==> src/rtl/hazard_stall_ctrl.sv <==
// Pipeline hazard/stall controller: load-use and branch-in-ID interlocks, control-flow
// flushes, data-memory busy freeze with a sticky timeout watchdog, and stall/flush counters.
module hazard_stall_ctrl #(
    parameter int REG_W    = 5,
    parameter int CNT_W    = 32,
    parameter int MAX_WAIT = 15
) (
    input  logic             Clk,
    input  logic             Rst,
    input  logic [REG_W-1:0] D_RegRs,
    input  logic [REG_W-1:0] D_RegRt,
    input  logic             D_UsesRt,
    input  logic             D_Branch,
    input  logic             D_BranchTaken,
    input  logic             EX_MR,
    input  logic             EX_RW,
    input  logic [REG_W-1:0] EX_WR,
    input  logic             EX_Redirect,
    input  logic             MEM_MR,
    input  logic [REG_W-1:0] MEM_WR,
    input  logic             MEM_Busy,
    output logic             PC_Hold,
    output logic             IFID_Hold,
    output logic             IFID_Flush,
    output logic             IDEXWrite,
    output logic             FlushEnable,
    output logic             EXMEM_Hold,
    output logic [CNT_W-1:0] StallCycles,
    output logic [CNT_W-1:0] FlushCount,
    output logic             BusyTimeout,
    output logic [1:0]       state_dbg
);

    localparam int WAIT_W = (MAX_WAIT < 2) ? 1 : $clog2(MAX_WAIT + 1);

    typedef enum logic [1:0] {
        ST_RUN     = 2'd0,
        ST_BUSY    = 2'd1,
        ST_TIMEOUT = 2'd2
    } state_t;

    state_t            state;
    state_t            state_next;
    logic [WAIT_W-1:0] wait_cnt;
    logic [WAIT_W-1:0] wait_next;
    logic [WAIT_W-1:0] wait_inc;

    logic ex_match;
    logic mem_match;
    logic load_use;
    logic br_ex;
    logic br_mem;
    logic stall;
    logic freeze;
    logic flush_any;

    // Register 0 is hardwired, so a write to it can never create a dependency.
    always_comb begin
        ex_match  = (EX_WR != '0) &&
                    ((EX_WR == D_RegRs) || (D_UsesRt && (EX_WR == D_RegRt)));
        mem_match = (MEM_WR != '0) &&
                    ((MEM_WR == D_RegRs) || (D_UsesRt && (MEM_WR == D_RegRt)));
        load_use  = EX_MR && ex_match;
        br_ex     = D_Branch && EX_RW && ex_match;
        br_mem    = D_Branch && MEM_MR && mem_match;
        stall     = load_use || br_ex || br_mem;
    end

    // The freeze tracks MEM_Busy itself, so the cycle memory becomes ready is already
    // released; only the timeout state freezes independently of the input.
    assign freeze = (state == ST_TIMEOUT) || MEM_Busy;

    always_ff @(posedge Clk) begin
        if (Rst) begin
            state    <= ST_RUN;
            wait_cnt <= '0;
        end else begin
            state    <= state_next;
            wait_cnt <= wait_next;
        end
    end

    assign wait_inc = wait_cnt + WAIT_W'(1);

    always_comb begin
        state_next = state;
        wait_next  = wait_cnt;
        case (state)
            ST_RUN, ST_BUSY: begin
                if (MEM_Busy) begin
                    wait_next = wait_inc;
                    if (wait_inc >= WAIT_W'(MAX_WAIT)) begin
                        state_next = ST_TIMEOUT;
                    end else begin
                        state_next = ST_BUSY;
                    end
                end else begin
                    state_next = ST_RUN;
                    wait_next  = '0;
                end
            end
            ST_TIMEOUT: begin
                state_next = ST_TIMEOUT;
            end
            default: begin
                state_next = ST_RUN;
                wait_next  = '0;
            end
        endcase
    end

    // Priority: freeze > redirect > data stall > taken branch > pass-through.
    always_comb begin
        PC_Hold     = 1'b0;
        IFID_Hold   = 1'b0;
        IFID_Flush  = 1'b0;
        IDEXWrite   = 1'b0;
        FlushEnable = 1'b0;
        EXMEM_Hold  = 1'b0;
        if (Rst) begin
            PC_Hold = 1'b0;
        end else if (freeze) begin
            PC_Hold    = 1'b1;
            IFID_Hold  = 1'b1;
            IDEXWrite  = 1'b1;
            EXMEM_Hold = 1'b1;
        end else if (EX_Redirect) begin
            IFID_Flush  = 1'b1;
            FlushEnable = 1'b1;
        end else if (stall) begin
            PC_Hold     = 1'b1;
            IFID_Hold   = 1'b1;
            FlushEnable = 1'b1;
        end else if (D_BranchTaken) begin
            IFID_Flush = 1'b1;
        end
    end

    assign flush_any = IFID_Flush || FlushEnable;

    always_ff @(posedge Clk) begin
        if (Rst) begin
            StallCycles <= '0;
            FlushCount  <= '0;
            BusyTimeout <= 1'b0;
        end else begin
            StallCycles <= StallCycles + {{(CNT_W-1){1'b0}}, PC_Hold};
            FlushCount  <= FlushCount + {{(CNT_W-1){1'b0}}, flush_any};
            if (state_next == ST_TIMEOUT) begin
                BusyTimeout <= 1'b1;
            end
        end
    end

    assign state_dbg = state;

endmodule
==> config.mk <==
export PLATFORM = sky130hd
export DESIGN_NAME = hazard_stall_ctrl
export DESIGN_NICKNAME = d
export VERILOG_FILES = /design/src/rtl/hazard_stall_ctrl.sv
export SDC_FILE = /design/constraint.sdc
export NUM_CORES = 1
export LEC_CHECK = 0
export BUFFER_PORTS_ARGS = -buffer_cell sky130_fd_sc_hd__buf_2
export CAP_MARGIN = 20
export CORE_MARGIN = 8
export CORE_UTILIZATION = 56
export DETAILED_ROUTE_END_ITERATION = 10
export PLACE_DENSITY = 0.86
export SYNTH_ARGS = -nofsm -noshare
export SYNTH_HDL_FRONTEND = slang
export SYNTH_SLANG_ARGS = --single-unit
==> constraint.sdc <==
create_clock -name Clk -period 5.5 [get_ports Clk]
set_clock_uncertainty 0.15 [all_clocks]
set_input_delay 0.825 -clock Clk [delete_from_list [all_inputs] [get_ports Clk]]
set_output_delay 0.825 -clock Clk [all_outputs]
set_load 0.05 [all_outputs]
* Yosys cells after proc, flatten, opt, wreduce, memory -nomap -nowiden
Index checks and enable logic that the tools add are counted.
** Word-level totals
- Bits in read-only memories :: 0
- Latch bits :: 0
- Input bits :: 30
- Memories kept :: 0
- Bits in writable memories :: 0
- Logic and storage cells :: 54
- Output and inout bits :: 73
- Bits in registers :: 71
** Operators by class
- Bitwise operators :: 0
- $lt $le $gt $ge :: 1
- Div/mod/pow operators :: 0
- Mux-type cells :: 19
- Multiply operators :: 0
- Equality and inequality tests :: 7
- Shift-type cells :: 0
- Add/subtract/negate cells :: 3
- Reductions and logical operators :: 19
** Operator list (number)
- 32-bit by 1-bit adder with 32-bit output :: 2
- 5-bit == test :: 4
- 1-bit two-way mux :: 14
- 5-bit nonzero test :: 2
- 1-bit logical AND :: 9
- 4-bit case mux with 2 select lines :: 1
- 1-bit logical OR :: 6
- 4-bit by 1-bit adder with 4-bit output (second input constant) :: 1
- 2-bit == test (second input constant) :: 2
- 4-bit >= comparator (second input constant) :: 1
- 2-bit two-way mux :: 2
- 4-bit two-way mux :: 1
- 2-bit case mux with 2 select lines :: 1
- 2-bit by 1-bit == test with 1-bit output (second input constant) :: 1
- 2-bit logical NOT :: 1
- 2-bit OR reduction :: 1

* Longest topological paths before layout
Gate-level depths: netlist (run 1).
- Depth in word-level cells :: 13
- Gate-level depth with buffers :: 13
- Gate-level depth less buffers :: 12

* Worst setup path before layout (run 1)
Ideal clock, no wire load.
- Kind :: input to register
- From :: input port EX_WR[3]
- To :: register StallCycles[24]
- Cell stages on the path :: 13
- Setup slack :: 1.575 ns
- Data arrival time :: 3.648 ns
- Library setup time :: 0.128 ns
- Path through :: xor2_1 nor4_1 a32oi_1 o32ai_1 a21o_1 ha_1 ha_1 and3_1 nand3_1 clkbuf_1 nor4_1 xnor2_1 nor2_1
** On the way
- Cells in the longest elaborated chain, start to end :: 12
- Elaborated cells between the ends (all ways) :: 15
- Those cells by class :: add/sub: 1; eq/ne: 2; mux: 4; reduce/logical: 8
** Ends and longest elaborated chain
- from (decl) :: line 17 : input logic [REG_W-1:0] EX_WR,
- 5-bit == test :: line 60 : ((EX_WR == D_RegRs) || (D_UsesRt && (EX_WR == D_RegRt)));
- 1-bit logical AND :: line 60
- 1-bit logical OR :: line 60
- 1-bit logical AND (*) :: line 59 : ex_match = (EX_WR != '0) &&
- 1-bit logical AND (on tied branches) :: line 63, 64
- 1-bit logical OR (*) (2 in a row) :: line 66 : stall = load_use || br_ex || br_mem;
- 1-bit two-way mux (*) (4 in a row)
- via IFID_Hold :: line 23 : output logic IFID_Hold,
- 32-bit by 1-bit adder with 32-bit output (*) :: line 147 : StallCycles <= StallCycles + {{(CNT_W-1){1'b0}}, PC_Hold};
- to (signal assigned) :: line 147
- to (decl) :: line 28 : output logic [CNT_W-1:0] StallCycles,
The timed path passes the listed nets; every way through them passes the cells marked *.
A chain may end at the register's enable or synchronous reset.

* Worst setup path after layout (run 1)
- From :: input port EX_WR[3]
- To :: register FlushCount[28]
** On the way
- Cells in the longest elaborated chain, start to end :: 13
- Elaborated cells between the ends (all ways) :: 20
- Those cells by class :: add/sub: 1; eq/ne: 2; mux: 8; reduce/logical: 9
** Ends and longest elaborated chain
- 5-bit == test :: line 60
- 1-bit logical AND :: line 60
- 1-bit logical OR :: line 60
- 1-bit logical AND (*) :: line 59
- 1-bit logical AND (on tied branches) :: line 63, 64
- 1-bit logical OR (*) (2 in a row) :: line 66
- 1-bit two-way mux :: line 130 : end else if (stall) begin
- 1-bit two-way mux :: line 127 : end else if (EX_Redirect) begin
- 1-bit two-way mux :: line 122 : end else if (freeze) begin
- 1-bit two-way mux :: line 120 : if (Rst) begin
- 1-bit logical OR (*) :: line 139 : assign flush_any = IFID_Flush || FlushEnable;
- 32-bit by 1-bit adder with 32-bit output (*) :: line 148 : FlushCount <= FlushCount + {{(CNT_W-1){1'b0}}, flush_any};
- to (signal assigned) :: line 148
- to (decl) :: line 29 : output logic [CNT_W-1:0] FlushCount,
Every way passes the cells marked *; elsewhere a longest branch is shown, timed or not.

==> impl_results.md, run 1 <==
* GRT busiest layer: met2
* Routed length per instance at between 10 and 15 um
* Req. time, crit path at ~5.6 ns
* Clk sinks at 71
* Most repeated library cell on the critical path: ha_1
* Setup violations, final at 0
* Maximum number of pins on one net before global-route repair at between 40 and 50
* Floorplan core area at 0.00596 mm2
* Result of the run: finished clean
* Fraction of met2 tracks used by global routing at 0.322
* P&R area growth vs syn at 22.6%
* Type of the worst setup path: input port to flop
* Finished Cell Area at 0.00424 mm2
* Vias at approximately 3300
* Endpoint of the lowest-slack register-to-register path: FlushCount[28]
* Internal reg-to-reg setup slack at 2.18 ns
* Maximum VDD drop at 0.219 mV
* Total half-perimeter wirelength after legalization and detailed placement at 6340 um
* Number of cells traversed by the worst hold path at 2
* Relative max-transition margin at 0.576
* Clock buffer count from CTS at 9
* Critical hold path startpoint: BusyTimeout
* Number of I/O port buffers at 102
* Nets at 541
* Synthesized net count at 444
* Post-CTS Setup Inserts at 0
* Reg-to-reg critical path startpoint: state_dbg[1]
* Clk root buf: clkbuf_8
* Chip width at about 95 um
* Critical path fanouts, max at 9
* Number of flip-flops and latches in the synthesized netlist at between 70 and 80
* Number of optimization iterations in the first detailed-route pass at 4
* Instance count of the mapped netlist at 408
* Worst min-delay path class: flop to flop
* DRC Markers at 0
* Logic depth of the worst register-to-register path at 9
* Critical path arrival at 4.21 ns
* Leakage dissipation at roughly 1.8 nW
* End-of-flow core utilization at 0.712
* Most used flip-flop cell after synthesis: dfxtp_1
* Wire length of the first global-routing pass at about 14000 um
* Cell variety after synth at 42
* Count of maximum capacitance violations at 0
* Met3 GRT Util at 0.0468
* Startpoint kind of the worst setup timing path: input port
* Insertion delay to the later sink of the worst-skew pair at about 0.33 ns
* GR Util met1 at 0.221
* Clock period minus final worst setup slack at approximately 4.1 ns
* Syn_area_per_cell at about 8.5 um2
* DIE HEIGHT at 94.6 um
* Count of hold-fix buffers inserted at cts at 0
* Category of the worst setup path capture point: flop
* Total overflow reported by the global router at 0
* Area after DPL at 0.00400 mm2
* Critical-path cell list: buf_2 > xor2_1 > nor4_1 > a32oi_1 > o32ai_1 > o31a_1 > ha_1 > ha_1 > nand2_4 > or4_1 > or3_1 > a21oi_1
* Die area at 0.00895 mm2
* Initial detailed-routing violation count at 149
* Number of antenna-violating nets in the routed design at 0
* Final TNS setup at 0 ns
* Transition time at the pin with the least slew margin at 0.635 ns
* Share of final-layout standard cells stronger than drive strength 1 at 0.238
* Share of the clock period used by the worst path at 0.747
* Highest achievable clock rate at 243 MHz
* Row count at 28
* Total routing resource utilization after global routing at 0.191
* Maximum level of the CTS H-tree at 3
* Largest delay share family, worst path: simple AND/OR/NAND/NOR gates
* Number of global-route vias before repair at about 3100
* Initial antenna violation count at 0
* Final Max Tran Viols at 0
* Final-layout worst hold slack at 0.317 ns
* Last weighted congestion value of the routability-driven placer at 0.885
* Worst-case hold path end point: BusyTimeout
* Number of standard cells in the layout, taps in and fillers out at roughly 580
* Number of top-level design ports at around 100
* Number of flops mapped to enable cells by yosys at 0
* Max Root-Sink Buffers at 2
* Clock tree from TritonCTS: yes
* CP bufs+invs at 1
* Detailed-route wire length at around 8600 um
* Count of instances resized after the clock tree is built at 0
* Slowest library cell on the worst path: or4_1
* Clock slew at reported path FFs at ~0.07 ns
* Vias per inst at 5.58
* Share of flip-flops with an asynchronous set or reset at 0
* Final hold violations at 0
* Number of cells after detailed placement at 569
* Stages on worst setup path at 12
* Synth warnings at 0
* Critical Path Max Stage Delay at 0.65 ns
* Combined area of all synthesized cells at 0.00346 mm2
* Sequential cell area fraction in the yosys report at 0.411
* Starting density of the core at 0.581
* Inserted Diodes at 0
* Areal power density over the cells at 261 mW/mm2
* Unrepaired setup endpoints after global routing: false
-- registers in the layout, summed over array words and instances (netlist names) --
register / cells
wait_cnt: 4
BusyTimeout: 1
StallCycles: 32
state_dbg: 2
FlushCount: 32
-- cell usage after synthesis (all sizes together), types with 12 or more instances --
library cell,instances,area share
xor2,26,0.066
o21ai,14,0.020
nor3,15,0.022
nor4,12,0.022
nand3,20,0.030
nor2,58,0.063
inv,13,0.014
a21oi,17,0.025
dfxtp,71,0.41
xnor2,42,0.11
nand2,25,0.029
-- how the worst max path moves through the flow --
| stage | from | slack (ns) | endpoint |
|---|---|---|---|
| 3_5_place_dp | EX_WR[3] | 1.17 | FlushCount[30] |
| 5_1_grt | EX_WR[3] | 1.18 | FlushCount[28] |
| 2_1_floorplan | EX_WR[3] | 1.57 | StallCycles[24] |
| 4_1_cts | EX_WR[3] | 1.42 | FlushCount[28] |
| 3_3_place_gp | EX_WR[3] | 1.31 | FlushCount[26] |
| 6_report | EX_WR[3] | 1.39 | FlushCount[28] |
-- layout make-up --
cell class              count  area [um2]
well taps                  75        93.8
flip-flops and latches     71        1420
clock inverters             3        90.1
fillers                   503        1710
repair buffers            103         518
inverters                  13        48.8
clock buffers              12         155
multi-input cells         307        1920
-- stage by stage --
step	setup WS, ns	power, mW
detailed placement	1.17	0.609
CTS	1.42	1.11
floorplan	1.57	0.581
global placement	1.31	0.606
finish	1.39	1.11
global route	1.18	1.14
-- placed cells by master (no fill, tap or decap), drive strengths merged, types with 2 or more instances in the layout --
cell    count
nand3      20
nand2      25
xnor2      42
o21ai      14
ha          6
inv        13
a21oi      17
and2        2
or3        11
nor4b       2
nand4      11
nor3       15
bufinv      3
clkbuf     12
nor2       58
a31oi       2
xor2       26
or4         4
nand3b      2
o22a        2
nor2b       6
buf       103
dfxtp      71
and3        6
nor4       12
nand2b      4
and4        8
-- power breakdown --
group | internal (mW) | switching (mW) | leakage (nW)
Clock | 0.324 | 0.184 | 0.123
Sequential | 0.517 | 0.00297 | 0.573
Combinational | 0.0270 | 0.0512 | 1.06
-- routing by layer --
layer,wire (um),part of all wire
met3,561,0.065
met5,0,0
met1,3700,0.43
met4,250,0.029
met2,4100,0.48
-- worst reg2reg max path, cell delays in order (launching register included) --
cell and delay, ns:
dfxtp_1 0.35, nor2b_1 0.18, nor3_1 0.38, o31a_1 0.23, ha_1 0.26, ha_1 0.34, nand2_4 0.13, or4_1 0.65
or3_1 0.40, a21oi_1 0.17
-- logic make-up after synthesis --
group                      synth area share
AOI/OAI and AO/OA                    0.0802
adders and majority gates            0.0217
DFF                                   0.411
xor gates and xnor gates              0.172
and+or+nand+nor                       0.279
buffers and inverters                0.0361
Note: power is estimated with default switching activity, not from simulation.
==> run 2: changes to the inputs <==
--- a/config.mk
+++ b/config.mk
@@ -8,9 +8,9 @@
 export BUFFER_PORTS_ARGS = -buffer_cell sky130_fd_sc_hd__buf_2
 export CAP_MARGIN = 20
 export CORE_MARGIN = 8
-export CORE_UTILIZATION = 56
+export CORE_UTILIZATION = 47
 export DETAILED_ROUTE_END_ITERATION = 10
-export PLACE_DENSITY = 0.86
+export PLACE_DENSITY = 0.77
 export SYNTH_ARGS = -nofsm -noshare
 export SYNTH_HDL_FRONTEND = slang
 export SYNTH_SLANG_ARGS = --single-unit
==> constraint.sdc (replaced) <==
create_clock -name Clk -period 3.7 [get_ports Clk]
set_clock_uncertainty 0.15 [all_clocks]
set_input_delay 0.555 -clock Clk [delete_from_list [all_inputs] [get_ports Clk]]
set_output_delay 0.555 -clock Clk [all_outputs]
set_load 0.05 [all_outputs]
==> impl_results.md, run 2 (synthesis results as in run 1) <==
* Most repeated library cell on the critical path: ha_1
* Met3 GRT Util at 0.0422 (-0.00459)
* Number of cells after detailed placement at 603 (+6.0%)
* Vias per inst at 5.16 (-7.6%)
* Count of hold-fix buffers inserted at cts at 0 (unchanged)
* Critical path fanouts, max at 7 (-2)
* Floorplan core area at 0.00718 mm2 (+20%)
* Chip width at 102 um (+7.6%)
* Share of final-layout standard cells stronger than drive strength 1 at 0.254 (+0.0166)
* Worst min-delay path class: flop to flop
* Vias at 3187 (-2.2%)
* Clk sinks at 71 (unchanged)
* Number of global-route vias before repair at 3104 (-0.51%)
* Commonest cells after routing, fill and taps aside: buf_2 (102), dfxtp_1 (71), nor2_1 (57)
* Area occupied by multi-input gates at 0.00192 mm2 (+0.13%)
* Registers with the most flip-flops: FlushCount: 32 flops, StallCycles: 32 flops, wait_cnt: 4 flops
* Count of instances resized after the clock tree is built at 0 (unchanged)
* Category of the worst setup path capture point: flop
* Wire length of the first global-routing pass at 14200 um (+0.83%)
* Count of maximum capacitance violations at 0 (unchanged)
* Number of optimization iterations in the first detailed-route pass at 5 (+1)
* Critical Path Max Stage Delay at 0.64 ns (about the same)
* Reg-to-reg critical path startpoint: state_dbg[1]
* Critical hold path startpoint: BusyTimeout
* Startpoint kind of the worst setup timing path: input port
* Final-layout worst hold slack at 0.314 ns (-0.00327 ns)
* Most frequent standard cell in the layout excluding fill and tap cells: buf_2
* DIE HEIGHT at 102 um (+7.6%)
* Result of the run: finished clean
* Number of top-level design ports at 103 (unchanged)
* Total overflow reported by the global router at 0 (unchanged)
* Initial detailed-routing violation count at 112 (-25%)
* Unrepaired setup endpoints after global routing: false
* Number of standard cells in the layout, taps in and fillers out at 618 (+5.8%)
* Req. time, crit path at 3.81 ns (-1.79 ns)
* Clock tree from TritonCTS: yes
* Detailed-route wire length at 8470 um (-1.7%)
* Share of the clock period used by the worst path at 0.888
* Final-layout fill cell count at 655 (+30%)
* Leakage dissipation at 1.78 nW (+1.4%)
* Relative max-transition margin at 0.600 (+0.0239)
* Sequential cell area at 0.00142 mm2 (unchanged)
* Critical-path cell list: buf_2 > xor2_1 > nor4_1 > a32oi_1 > o32ai_1 > o31a_1 > ha_1 > ha_1 > nand2_4 > or4_1 > or3_1 > a21oi_1
* Area after DPL at 0.00411 mm2 (+2.7%)
* Critical path arrival at 3.39 ns (-0.82 ns)
* Final Max Tran Viols at 0 (unchanged)
* Total half-perimeter wirelength after legalization and detailed placement at 6460 um (+1.9%)
* Post-CTS Setup Inserts at 0 (unchanged)
* Row count at 31 (+11%)
* Die area at 0.0104 mm2 (+16%)
* Initial antenna violation count at 0 (unchanged)
* Maximum VDD drop at 0.150 mV (-31%)
* Insertion delay to the later sink of the worst-skew pair at 0.33 ns (about the same)
* Finished Cell Area at 0.00430 mm2 (+1.4%)
* Transition time at the pin with the least slew margin at 0.599 ns (-0.0357 ns)
* Type of the worst setup path: input port to flop
* GR Util met1 at 0.198 (-0.0234)
* Clock buffer count from CTS at 9 (unchanged)
* Highest achievable clock rate at 304 MHz
* Slowest library cell on the worst path: or4_1
* Max Root-Sink Buffers at 2 (unchanged)
* Number of antenna-violating nets in the routed design at 0 (unchanged)
* Last weighted congestion value of the routability-driven placer at 0.981 (+11%)
* Final TNS setup at 0 ns (unchanged)
* Nets at 551 (+1.8%)
* Clock slew at reported path FFs at 0.07 ns (about the same)
* Startpoint of the worst setup timing path: EX_WR[3]
* Inserted Diodes at 0 (unchanged)
* Power Total at 1.50 mW (+36%)
* Routed length per instance at 13.7 um (-7.1%)
* DRC Markers at 0 (unchanged)
* Areal power density over the cells at 349 mW/mm2 (+34%)
* Total routing resource utilization after global routing at 0.168 (-0.0229)
* Setup violations, final at 0 (unchanged)
* Maximum level of the CTS H-tree at 3 (unchanged)
* Starting density of the core at 0.482 (-0.0988)
* GRT busiest layer: met2
* Fraction of met2 tracks used by global routing at 0.282 (-0.0404)
* Maximum number of pins on one net before global-route repair at 41 (-4.7%)
* P&R area growth vs syn at 24.3%
* Clk root buf: clkbuf_8
* Final hold violations at 0 (unchanged)
* Clock period minus final worst setup slack at 3.28 ns
* Number of I/O port buffers at 102 (unchanged)
## run 2: cell count changes in the layout (fill, tap and decap cells not counted), sizes merged
cell and delta:
clkinv +1, bufinv -2, clkinvlp +1, buf +10
## run 2: path summary, 6_finish.rpt
| path | endpoint | slack, ns | cells after the start |
|---|---|---|---|
| worst max-delay path | FlushCount[28] | 0.42 | 12 |
| worst min-delay path | BusyTimeout | 0.31 | 2 |
| worst max register to register | FlushCount[28] | 0.78 | 9 |
| worst min register to register | BusyTimeout | 0.31 | 2 |
## run 2: critical path: cells and delay by family
family                   cells  cell delay (ns)
AO/OA/AOI/OAI                4             0.82
XOR/XNOR                     1             0.17
buffers and inverters        1             0.12
adder cells (fa/ha/maj)      2             0.37
AND/OR/NAND/NOR              4             1.36
## run 2: cell type report
| cell class | instances | share of cell area |
|---|---|---|
| clock buffers | 12 | 0.0361 |
| repair buffers | 113 | 0.138 |
| clock inverters | 3 | 0.00989 |
| inverters | 13 | 0.0113 |
| multi-input cells | 307 | 0.446 |
| well taps | 99 | 0.0288 |
| flip-flops and latches | 71 | 0.330 |
## run 2: per-stage QoR
| stage | utilization | setup slack, ns |
|---|---|---|
| final | 0.600 | 0.416 |
| after global placement | 0.572 | 0.169 |
| after floorplan | - | 0.0447 |
| after global routing | 0.600 | 0.200 |
| after CTS | 0.600 | 0.435 |
| after detailed placement | 0.572 | 0.114 |
## run 2: per-layer routing
metal | vias to the layer above | share of wire
met5 | - | 0
met4 | 0 | 0.019
met3 | 12 | 0.057
met2 | 90 | 0.49
met1 | 1458 | 0.44
li1 | 1627 | -
## run 2: report_power, final
part / internal [mW] / total [mW] / switching [mW]
logic: 0.0416 / 0.117 / 0.0755
registers: 0.768 / 0.772 / 0.00412
clock network: 0.344 / 0.613 / 0.269
total: 1.15 / 1.50 / 0.349
